--- src/rtl/phoneme_queue_responder_pkg.sv ---
// Shared definitions for the phoneme queue responder: register offsets,
// STATUS/CTRL bit positions and the drain FSM states.
package phq_pkg;

  localparam logic [2:0] REG_DATA   = 3'd0;
  localparam logic [2:0] REG_STATUS = 3'd1;
  localparam logic [2:0] REG_CTRL   = 3'd2;
  localparam logic [2:0] REG_THRESH = 3'd3;

  localparam int STAT_EMPTY     = 0;
  localparam int STAT_FULL      = 1;
  localparam int STAT_BUSY      = 2;
  localparam int STAT_OVERFLOW  = 3;
  localparam int STAT_COUNT_LSB = 8;

  localparam int CTRL_FLUSH  = 0;
  localparam int CTRL_IRQ_EN = 1;

  typedef enum logic [1:0] {
    IDLE,
    LOAD,
    WAIT_BUSY,
    WAIT_DONE
  } drain_state_t;

endpackage

--- src/rtl/phoneme_queue_responder_if.sv ---
// 68000-style CPU bus seen by the phoneme queue responder.
interface phoneme_queue_responder_if;
  logic        Select_H;
  logic        AS_L;
  logic        UDS_L;
  logic        LDS_L;
  logic        RW;
  logic [2:0]  Address;
  logic [15:0] DataIn;
  logic [15:0] DataOut;
  logic        Dtack_L;

  modport master (
    output Select_H, AS_L, UDS_L, LDS_L, RW, Address, DataIn,
    input  DataOut, Dtack_L
  );

  modport slave (
    input  Select_H, AS_L, UDS_L, LDS_L, RW, Address, DataIn,
    output DataOut, Dtack_L
  );
endinterface

--- src/rtl/phoneme_queue_responder_sync_fifo.sv ---
// Single-clock 8-bit FIFO holding queued phoneme codes; flush empties it.
module phq_sync_fifo #(
  parameter int DEPTH = 16
) (
  input  logic                   clk,
  input  logic                   rst,
  input  logic                   push,
  input  logic                   pop,
  input  logic                   flush,
  input  logic [7:0]             wdata,
  output logic [7:0]             head,
  output logic [$clog2(DEPTH):0] count,
  output logic                   full,
  output logic                   empty
);
  localparam int AW = $clog2(DEPTH);
  localparam logic [AW:0]   FULL_COUNT = (AW+1)'(DEPTH);
  localparam logic [AW:0]   CNT_ONE    = (AW+1)'(1);
  localparam logic [AW-1:0] PTR_ONE    = AW'(1);

  logic [7:0]    mem [DEPTH];
  logic [AW-1:0] wr_ptr;
  logic [AW-1:0] rd_ptr;
  logic          do_push;
  logic          do_pop;

  // A full FIFO still accepts a push when the same cycle frees a slot.
  assign do_pop  = pop && !empty && !flush;
  assign do_push = push && (!full || do_pop) && !flush;
  assign full    = (count == FULL_COUNT);
  assign empty   = (count == '0);
  assign head    = mem[rd_ptr];

  always_ff @(posedge clk) begin
    if (do_push) mem[wr_ptr] <= wdata;
  end

  always_ff @(posedge clk or posedge rst) begin
    if (rst) begin
      wr_ptr <= '0;
      rd_ptr <= '0;
      count  <= '0;
    end else if (flush) begin
      wr_ptr <= '0;
      rd_ptr <= '0;
      count  <= '0;
    end else begin
      if (do_push) wr_ptr <= wr_ptr + PTR_ONE;
      if (do_pop)  rd_ptr <= rd_ptr + PTR_ONE;
      if (do_push && !do_pop)      count <= count + CNT_ONE;
      else if (do_pop && !do_push) count <= count - CNT_ONE;
    end
  end

endmodule

--- src/rtl/phoneme_queue_responder.sv ---
// Memory-mapped phoneme queue: CPU writes phonemes, a drain FSM feeds the synthesiser.
// Optional low-water interrupt enabled by defining PHQ_IRQ_EN.
module phoneme_queue_responder
  import phq_pkg::*;
#(
  parameter int DEPTH        = 16,
  parameter int SYNC_STAGES  = 2,
  parameter int BUSY_TIMEOUT = 1024
) (
  input  logic                       clk,
  input  logic                       rst,
  phoneme_queue_responder_if.slave   bus,
  output logic [7:0]                 phoneme_sel,
  output logic                       start_phoneme_output,
  input  logic                       phoneme_speech_busy,
  output logic                       IRQ_L
);
  localparam int CW = $clog2(DEPTH) + 1;
  localparam int TW = $clog2(BUSY_TIMEOUT + 1);
  localparam logic [TW-1:0] TIMER_LAST = TW'(BUSY_TIMEOUT - 1);
  localparam logic [TW-1:0] TIMER_ONE  = TW'(1);

  logic [SYNC_STAGES-1:0] as_chain;
  logic [SYNC_STAGES-1:0] uds_chain;
  logic [SYNC_STAGES-1:0] lds_chain;
  logic                   as_s;
  logic                   uds_s;
  logic                   lds_s;
  logic                   as_prev;

  logic                   access_start;
  logic                   active;
  logic                   wr_strobe;
  logic                   push_req;
  logic                   ctrl_write;
  logic                   thresh_write;
  logic                   ovf_set;
  logic                   overflow;
  logic                   clr_ovf_pending;
  logic                   flush;
  logic                   irq_en;
  logic [7:0]             thresh;
  logic [15:0]            read_value;
  logic [15:0]            count_ext;

  logic [7:0]             head;
  logic [CW-1:0]          count;
  logic                   full;
  logic                   empty;
  logic                   pop;

  drain_state_t           state;
  logic [TW-1:0]          timer;

  // Chains reset to the asserted level so a strobe already low at reset
  // release never looks like a fresh falling edge.
  always_ff @(posedge clk or posedge rst) begin
    if (rst) begin
      as_chain  <= '0;
      uds_chain <= '0;
      lds_chain <= '0;
      as_prev   <= 1'b0;
    end else begin
      as_chain  <= {as_chain[SYNC_STAGES-2:0], bus.AS_L};
      uds_chain <= {uds_chain[SYNC_STAGES-2:0], bus.UDS_L};
      lds_chain <= {lds_chain[SYNC_STAGES-2:0], bus.LDS_L};
      as_prev   <= as_s;
    end
  end

  assign as_s  = as_chain[SYNC_STAGES-1];
  assign uds_s = uds_chain[SYNC_STAGES-1];
  assign lds_s = lds_chain[SYNC_STAGES-1];

  assign access_start = bus.Select_H && as_prev && !as_s;
  assign wr_strobe    = !uds_s || !lds_s;
  assign push_req     = access_start && !bus.RW && (bus.Address == REG_DATA) && !lds_s;
  assign ctrl_write   = access_start && !bus.RW && wr_strobe && (bus.Address == REG_CTRL);
  assign thresh_write = access_start && !bus.RW && wr_strobe && (bus.Address == REG_THRESH);
  assign pop          = (state == LOAD) && !empty;
  assign ovf_set      = push_req && full && !pop;
  assign count_ext    = 16'(count);

  phq_sync_fifo #(.DEPTH(DEPTH)) u_fifo (
    .clk   (clk),
    .rst   (rst),
    .push  (push_req),
    .pop   (pop),
    .flush (flush),
    .wdata (bus.DataIn[7:0]),
    .head  (head),
    .count (count),
    .full  (full),
    .empty (empty)
  );

  always_comb begin
    read_value = '0;
    case (bus.Address)
      REG_DATA:   read_value = {8'h00, head};
      REG_STATUS: begin
        read_value[STAT_EMPTY]           = empty;
        read_value[STAT_FULL]            = full;
        read_value[STAT_BUSY]            = (state != IDLE);
        read_value[STAT_OVERFLOW]        = overflow;
        read_value[STAT_COUNT_LSB +: 8]  = count_ext[7:0];
      end
      REG_CTRL:   read_value[CTRL_IRQ_EN] = irq_en;
      REG_THRESH: read_value = {8'h00, thresh};
      default:    read_value = '0;
    endcase
  end

  // Dtack and read data are captured once at access start and held until
  // the strobe is released, so a long AS_L never repeats the side effects.
  always_ff @(posedge clk or posedge rst) begin
    if (rst) begin
      bus.Dtack_L     <= 1'b1;
      bus.DataOut     <= '0;
      active          <= 1'b0;
      overflow        <= 1'b0;
      clr_ovf_pending <= 1'b0;
      flush           <= 1'b0;
      thresh          <= '0;
    end else begin
      flush           <= 1'b0;
      clr_ovf_pending <= 1'b0;
      if (access_start) begin
        active      <= 1'b1;
        bus.Dtack_L <= 1'b0;
        bus.DataOut <= bus.RW ? read_value : 16'h0000;
        if (bus.RW && (bus.Address == REG_STATUS)) clr_ovf_pending <= 1'b1;
        if (ctrl_write)   flush  <= bus.DataIn[CTRL_FLUSH];
        if (thresh_write) thresh <= bus.DataIn[7:0];
      end else if (active && as_s) begin
        active      <= 1'b0;
        bus.Dtack_L <= 1'b1;
        bus.DataOut <= '0;
      end
      if (ovf_set)              overflow <= 1'b1;
      else if (clr_ovf_pending) overflow <= 1'b0;
    end
  end

  // A phoneme whose busy never arrives is abandoned after the timeout.
  always_ff @(posedge clk or posedge rst) begin
    if (rst) begin
      state                <= IDLE;
      phoneme_sel          <= '0;
      start_phoneme_output <= 1'b0;
      timer                <= '0;
    end else begin
      start_phoneme_output <= 1'b0;
      case (state)
        IDLE: if (!empty) state <= LOAD;
        LOAD: begin
          if (!empty) begin
            phoneme_sel          <= head;
            start_phoneme_output <= 1'b1;
            timer                <= '0;
            state                <= WAIT_BUSY;
          end else begin
            state <= IDLE;
          end
        end
        WAIT_BUSY: begin
          if (phoneme_speech_busy)       state <= WAIT_DONE;
          else if (timer == TIMER_LAST)  state <= IDLE;
          else                           timer <= timer + TIMER_ONE;
        end
        WAIT_DONE: if (!phoneme_speech_busy) state <= IDLE;
        default:   state <= IDLE;
      endcase
    end
  end

`ifdef PHQ_IRQ_EN
  always_ff @(posedge clk or posedge rst) begin
    if (rst) begin
      irq_en <= 1'b0;
      IRQ_L  <= 1'b1;
    end else begin
      if (ctrl_write) irq_en <= bus.DataIn[CTRL_IRQ_EN];
      IRQ_L <= !(irq_en && (count_ext <= 16'(thresh)) &&
                 ((state == IDLE) || (state == WAIT_DONE)));
    end
  end
`else
  assign irq_en = 1'b0;
  assign IRQ_L  = 1'b1;
`endif

endmodule
--- src/flat_wrapper.sv ---
// flat-port wrapper written by rule: the top's interface ports become plain ports
module phoneme_queue_responder_flat import phq_pkg::*;
#(
  parameter int DEPTH        = 16,
  parameter int SYNC_STAGES  = 2,
  parameter int BUSY_TIMEOUT = 1024
)
  (clk, rst, phoneme_sel, start_phoneme_output, phoneme_speech_busy, IRQ_L, bus_Select_H, bus_AS_L, bus_UDS_L, bus_LDS_L, bus_RW, bus_Address, bus_DataIn, bus_DataOut, bus_Dtack_L);
  phoneme_queue_responder_if bus_i ();
  input  logic clk;
  input  logic rst;
  output logic [7:0] phoneme_sel;
  output logic start_phoneme_output;
  input  logic phoneme_speech_busy;
  output logic IRQ_L;
  input wire logic [$bits(bus_i.Select_H)-1:0] bus_Select_H;
  input wire logic [$bits(bus_i.AS_L)-1:0] bus_AS_L;
  input wire logic [$bits(bus_i.UDS_L)-1:0] bus_UDS_L;
  input wire logic [$bits(bus_i.LDS_L)-1:0] bus_LDS_L;
  input wire logic [$bits(bus_i.RW)-1:0] bus_RW;
  input wire logic [$bits(bus_i.Address)-1:0] bus_Address;
  input wire logic [$bits(bus_i.DataIn)-1:0] bus_DataIn;
  output wire logic [$bits(bus_i.DataOut)-1:0] bus_DataOut;
  output wire logic [$bits(bus_i.Dtack_L)-1:0] bus_Dtack_L;
  assign bus_i.Select_H = bus_Select_H;
  assign bus_i.AS_L = bus_AS_L;
  assign bus_i.UDS_L = bus_UDS_L;
  assign bus_i.LDS_L = bus_LDS_L;
  assign bus_i.RW = bus_RW;
  assign bus_i.Address = bus_Address;
  assign bus_i.DataIn = bus_DataIn;
  assign bus_DataOut = bus_i.DataOut;
  assign bus_Dtack_L = bus_i.Dtack_L;
  phoneme_queue_responder #(.DEPTH(DEPTH), .SYNC_STAGES(SYNC_STAGES), .BUSY_TIMEOUT(BUSY_TIMEOUT)) u_core (.clk(clk), .rst(rst), .bus(bus_i), .phoneme_sel(phoneme_sel), .start_phoneme_output(start_phoneme_output), .phoneme_speech_busy(phoneme_speech_busy), .IRQ_L(IRQ_L));
endmodule
--- config.mk ---
export PLATFORM = sky130hd
export DESIGN_NAME = phoneme_queue_responder_flat
export DESIGN_NICKNAME = d
export VERILOG_FILES = /design/src/rtl/phoneme_queue_responder_pkg.sv /design/src/rtl/phoneme_queue_responder_if.sv /design/src/rtl/phoneme_queue_responder_sync_fifo.sv /design/src/rtl/phoneme_queue_responder.sv /design/src/flat_wrapper.sv
export SDC_FILE = /design/constraint.sdc
export NUM_CORES = 1
export LEC_CHECK = 0
export CAP_MARGIN = 10
export CORE_AREA = 2 2 157 159
export CTS_CLUSTER_DIAMETER = 150
export DETAILED_ROUTE_END_ITERATION = 8
export DIE_AREA = 0 0 159 161
export PLACE_DENSITY_LB_ADDON = 0.12
export SYNTH_ARGS = -nofsm -noshare
export SYNTH_HDL_FRONTEND = slang
export SYNTH_SLANG_ARGS = --single-unit
export TNS_END_PERCENT = 20
--- constraint.sdc ---
create_clock -name clk -period 7 [get_ports clk]
set_clock_uncertainty 0.2 [all_clocks]
set_input_delay 1.4 -clock clk [delete_from_list [all_inputs] [get_ports clk]]
set_output_delay 1.4 -clock clk [all_outputs]
set_load 0.005 [all_outputs]
==> results by group <==
Run status
  – Outcome: finished clean

Finish
  – Area of the multi-input gates: 2470 um^2
  – Final instance area: 9480 um^2
  – Fillcell total: 2,213
  – Synth-to-layout area growth: 15.2%
  – Layout Utilization: 0.395
  – NumNets Final: 591
  – Finished Layout Cells: 887
  – Layout cell share with drive strength beyond 1: 0.155
  – Most frequent cells in the layout: 128 x edfxtp_1, 66 x dfrtp_1, 41 x clkdlybuf4s50_1, 32 x mux4_2, 32 x nor2_1
  – Commonest non-fill, non-tap cell in the layout: edfxtp_1
  – Register Area: 5550 um^2
  – # diodes: 0

STA
  – Min Tclk post-route: 4.37 ns
  – Final Setup Violations: 0
  – Setup TNS: 0 ns
  – Final Max Slew Viols: 0
  – F_max: 229 MHz
  – Hold_ws: 0.149 ns
  – Final hold vios: 0
  – RSZ-0062 raised after global routing: no
  – Tightest Pin Transition: 0.979 ns
  – Max_slew headroom: 0.345
  – Tcrit/Tclk final: 0.624

Job
  – Max-Cap Viols: 0

Setup path
  – Worst endpoint required time: 7.12 ns
  – Crit end category: flip-flop
  – Startpoint types: primary input
  – Register-to-register setup slack: 3.31 ns
  – Critical Path AT: 4.49 ns
  – CP max stage delay: 0.61 ns
  – CP max-delay cell: clkdlybuf4s50_1
  – Setup CP Type: primary input to flip-flop
  – CP startpoint: bus_Address[1]
  – Reg2reg start: u_core.u_fifo.count[2]
  – CP max FO: 13
  – CP cell instances: clkdlybuf4s50_1 -> nor2_1 -> nor4b_1 -> buf_4 -> and2_1 -> ha_1 -> inv_1 -> fa_1 -> a21o_1 -> a21oi_1 -> mux2i_1 -> mux2_2

Synthesis
  – Seq cells post-synth: 196
  – Compound-Gate Fraction of Synth Area: 0.0616
  – Mux cell area share after synthesis: 0.131
  – Register area share after synthesis: 0.674
  – Synth Instances: 513
  – Post-synth EDFFs: 128
  – Post-synth ARST share: 0.347
  – Mapped cell area: 8230 um^2
  – Adder-cell share of the synthesized area: 0.0192
  – Top_reg_cell synth: edfxtp_1
  – Total number of yosys warnings: 0
  – Post-synthesis average cell area: 16.0 um^2
  – Post-Synth XOR/XNOR Area: 0.00639
  – Simple-Gate Fraction of Synth Area: 0.0803
  – Largest family of logic cells by synthesized area: multiplexers
  – Count of cell types in the netlist: 62

Route
  – Via density: 5.11
  – DRT Wirelength: 18,600 um
  – First-pass DRT Iterations: 4
  – Via Count: 4,533
  – Routed len/inst: 21.0 um
  – DRC: 0
  – Routed Antenna Nets: 0
  – Iter 0 DRT Violations: 332

GRT
  – First-pass GRT wire length: 29,100 um
  – Initial antenna violation count: 0
  – GRT overflow: 0
  – Vias in the first global route: 4,736
  – Largest net degree at the start of global routing: 69
  – Gr usage total: 0.155

Worst hold path
  – Worst Hold Class: flip-flop to flip-flop
  – Min-delay src: u_core.as_chain[0]

Placed design
  – Placed cell area: 8940 um^2
  – Buffers on Ports: 41
  – Routability cong.: 0.735
  – Inst Count DP: 857
  – Final HPWL DP: 12,100 um

Die
  – Die Height: 161 um
  – DIE WIDTH: 159 um
  – I/O pin count: 54
  – Initial core utilization: 0.343
  – Core area: 24,000 um^2
  – Row count: 57
  – Die ar.: 25,600 um^2

Clock tree
  – CTS Buf Count: 17
  – Clock slew at reported path FFs: 0.07 ns
  – Cts hold-fix bufs: 0
  – CTS tree: yes
  – Post-CTS Setup Repair Bufs: 0
  – Root Buffer: clkbuf_16
  – Max clock buf depth: 2
  – Post-CTS sizing: 0
  – CTS Sinks: 196
  – H-tree levels: 4
  – Clk Latency, worst-skew pair: 0.43 ns

Power
  – Lkg Pwr: 3.36 nW
  – Max VDD drop: 0.150 mV
  – Pwr dens: 336 nW/um^2
cell usage after synthesis (5+ instances only):
cell	number	area [um^2]
a22o_1	5	43.8
o31ai_1	7	52.6
nor2_1	32	120
mux2_2	9	101
nand4_1	5	31.3
nand2b_1	9	56.3
edfxtp_1	128	3840
and2_1	9	56.3
buf_2	7	35.0
mux4_2	32	721
dfrtp_1	67	1680
nand2_1	26	97.6
nor4_1	5	31.3
o221ai_1	16	140
buf_4	7	52.6
nand3_1	5	25.0
ha_1	11	138
clkbuf_1	12	45.0
inv_1	13	48.8
mux2i_1	23	230
o21ai_0	6	30.0
a21oi_1	11	55.1
layout make-up:
class	instances	share of cell area
multi-input combinational	275	0.261
inverter	14	0.00555
clock inverter	13	0.0118
timing repair buffer	48	0.0489
sequential	196	0.585
clock buffer	17	0.0449
tap	324	0.0428
worst max-delay path, delay by kind of cell:
kind / cells / cell delay [ns]
AO/OA/AOI/OAI: 2 / 0.37
adder cells (fa/ha/maj): 2 / 0.58
buffers and inverters: 3 / 0.92
multiplexers: 2 / 0.55
AND/OR/NAND/NOR: 3 / 0.68
sequential cells by signal (all words and copies together) (netlist names), 4 cells and up:
register and flops:
u_core.bus.DataOut 13, u_core.phoneme_sel 8, u_core.u_fifo.count 5, u_core.u_fifo.rd_ptr 4, u_core.u_fifo.mem 128, u_core.timer 11, u_core.thresh 8, u_core.u_fifo.wr_ptr 4
routing by layer:
metal,part of all wire,GRT usage,up-vias
met3,0.033,0.0349,9
met4,0.0072,0.0360,0
met5,0,0,-
met1,0.46,0.205,2397
li1,-,-,2057
met2,0.50,0.263,70
path summary, 6_finish.rpt:
| path | end | cells after the start |
|---|---|---|
| worst max-delay path | u_core.u_fifo.count[4] | 12 |
| worst min-delay path | u_core.as_chain[1] | 0 |
| worst max register to register | u_core.u_fifo.count[4] | 12 |
| worst min register to register | u_core.as_chain[1] | 0 |
| max in group asynchronous | u_core.u_fifo.rd_ptr[1] | 3 |
| min in group asynchronous | u_core.start_phoneme_output | 3 |
power breakdown:
part           internal [W]  leakage (nW)  switching [W]
logic              0.000392          1.07       0.000437
clock network      0.000486         0.262       0.000424
registers           0.00132          2.03       0.000124
total               0.00220          3.36       0.000985
logic make-up (layout without fill, tap and decap cells):
family                     count (synthesis)  in the layout
DFF                                      196            196
adders and majority gates                 12             12
AOI/OAI and AO/OA                         66             66
other                                      2              4
and+or+nand+nor                          121            121
xor gates and xnor gates                   6              6
muxes                                     66             66
buffers and inverters                     44             92
per-stage QoR:
stage                     total power [W]  setup WS (ns)
after floorplan                   0.00202           2.81
after global placement            0.00230           2.15
after detailed placement          0.00231           2.13
after CTS                         0.00323           2.61
after global routing              0.00336           2.43
final                             0.00318           2.63
Power figures use the tool's default switching activity.
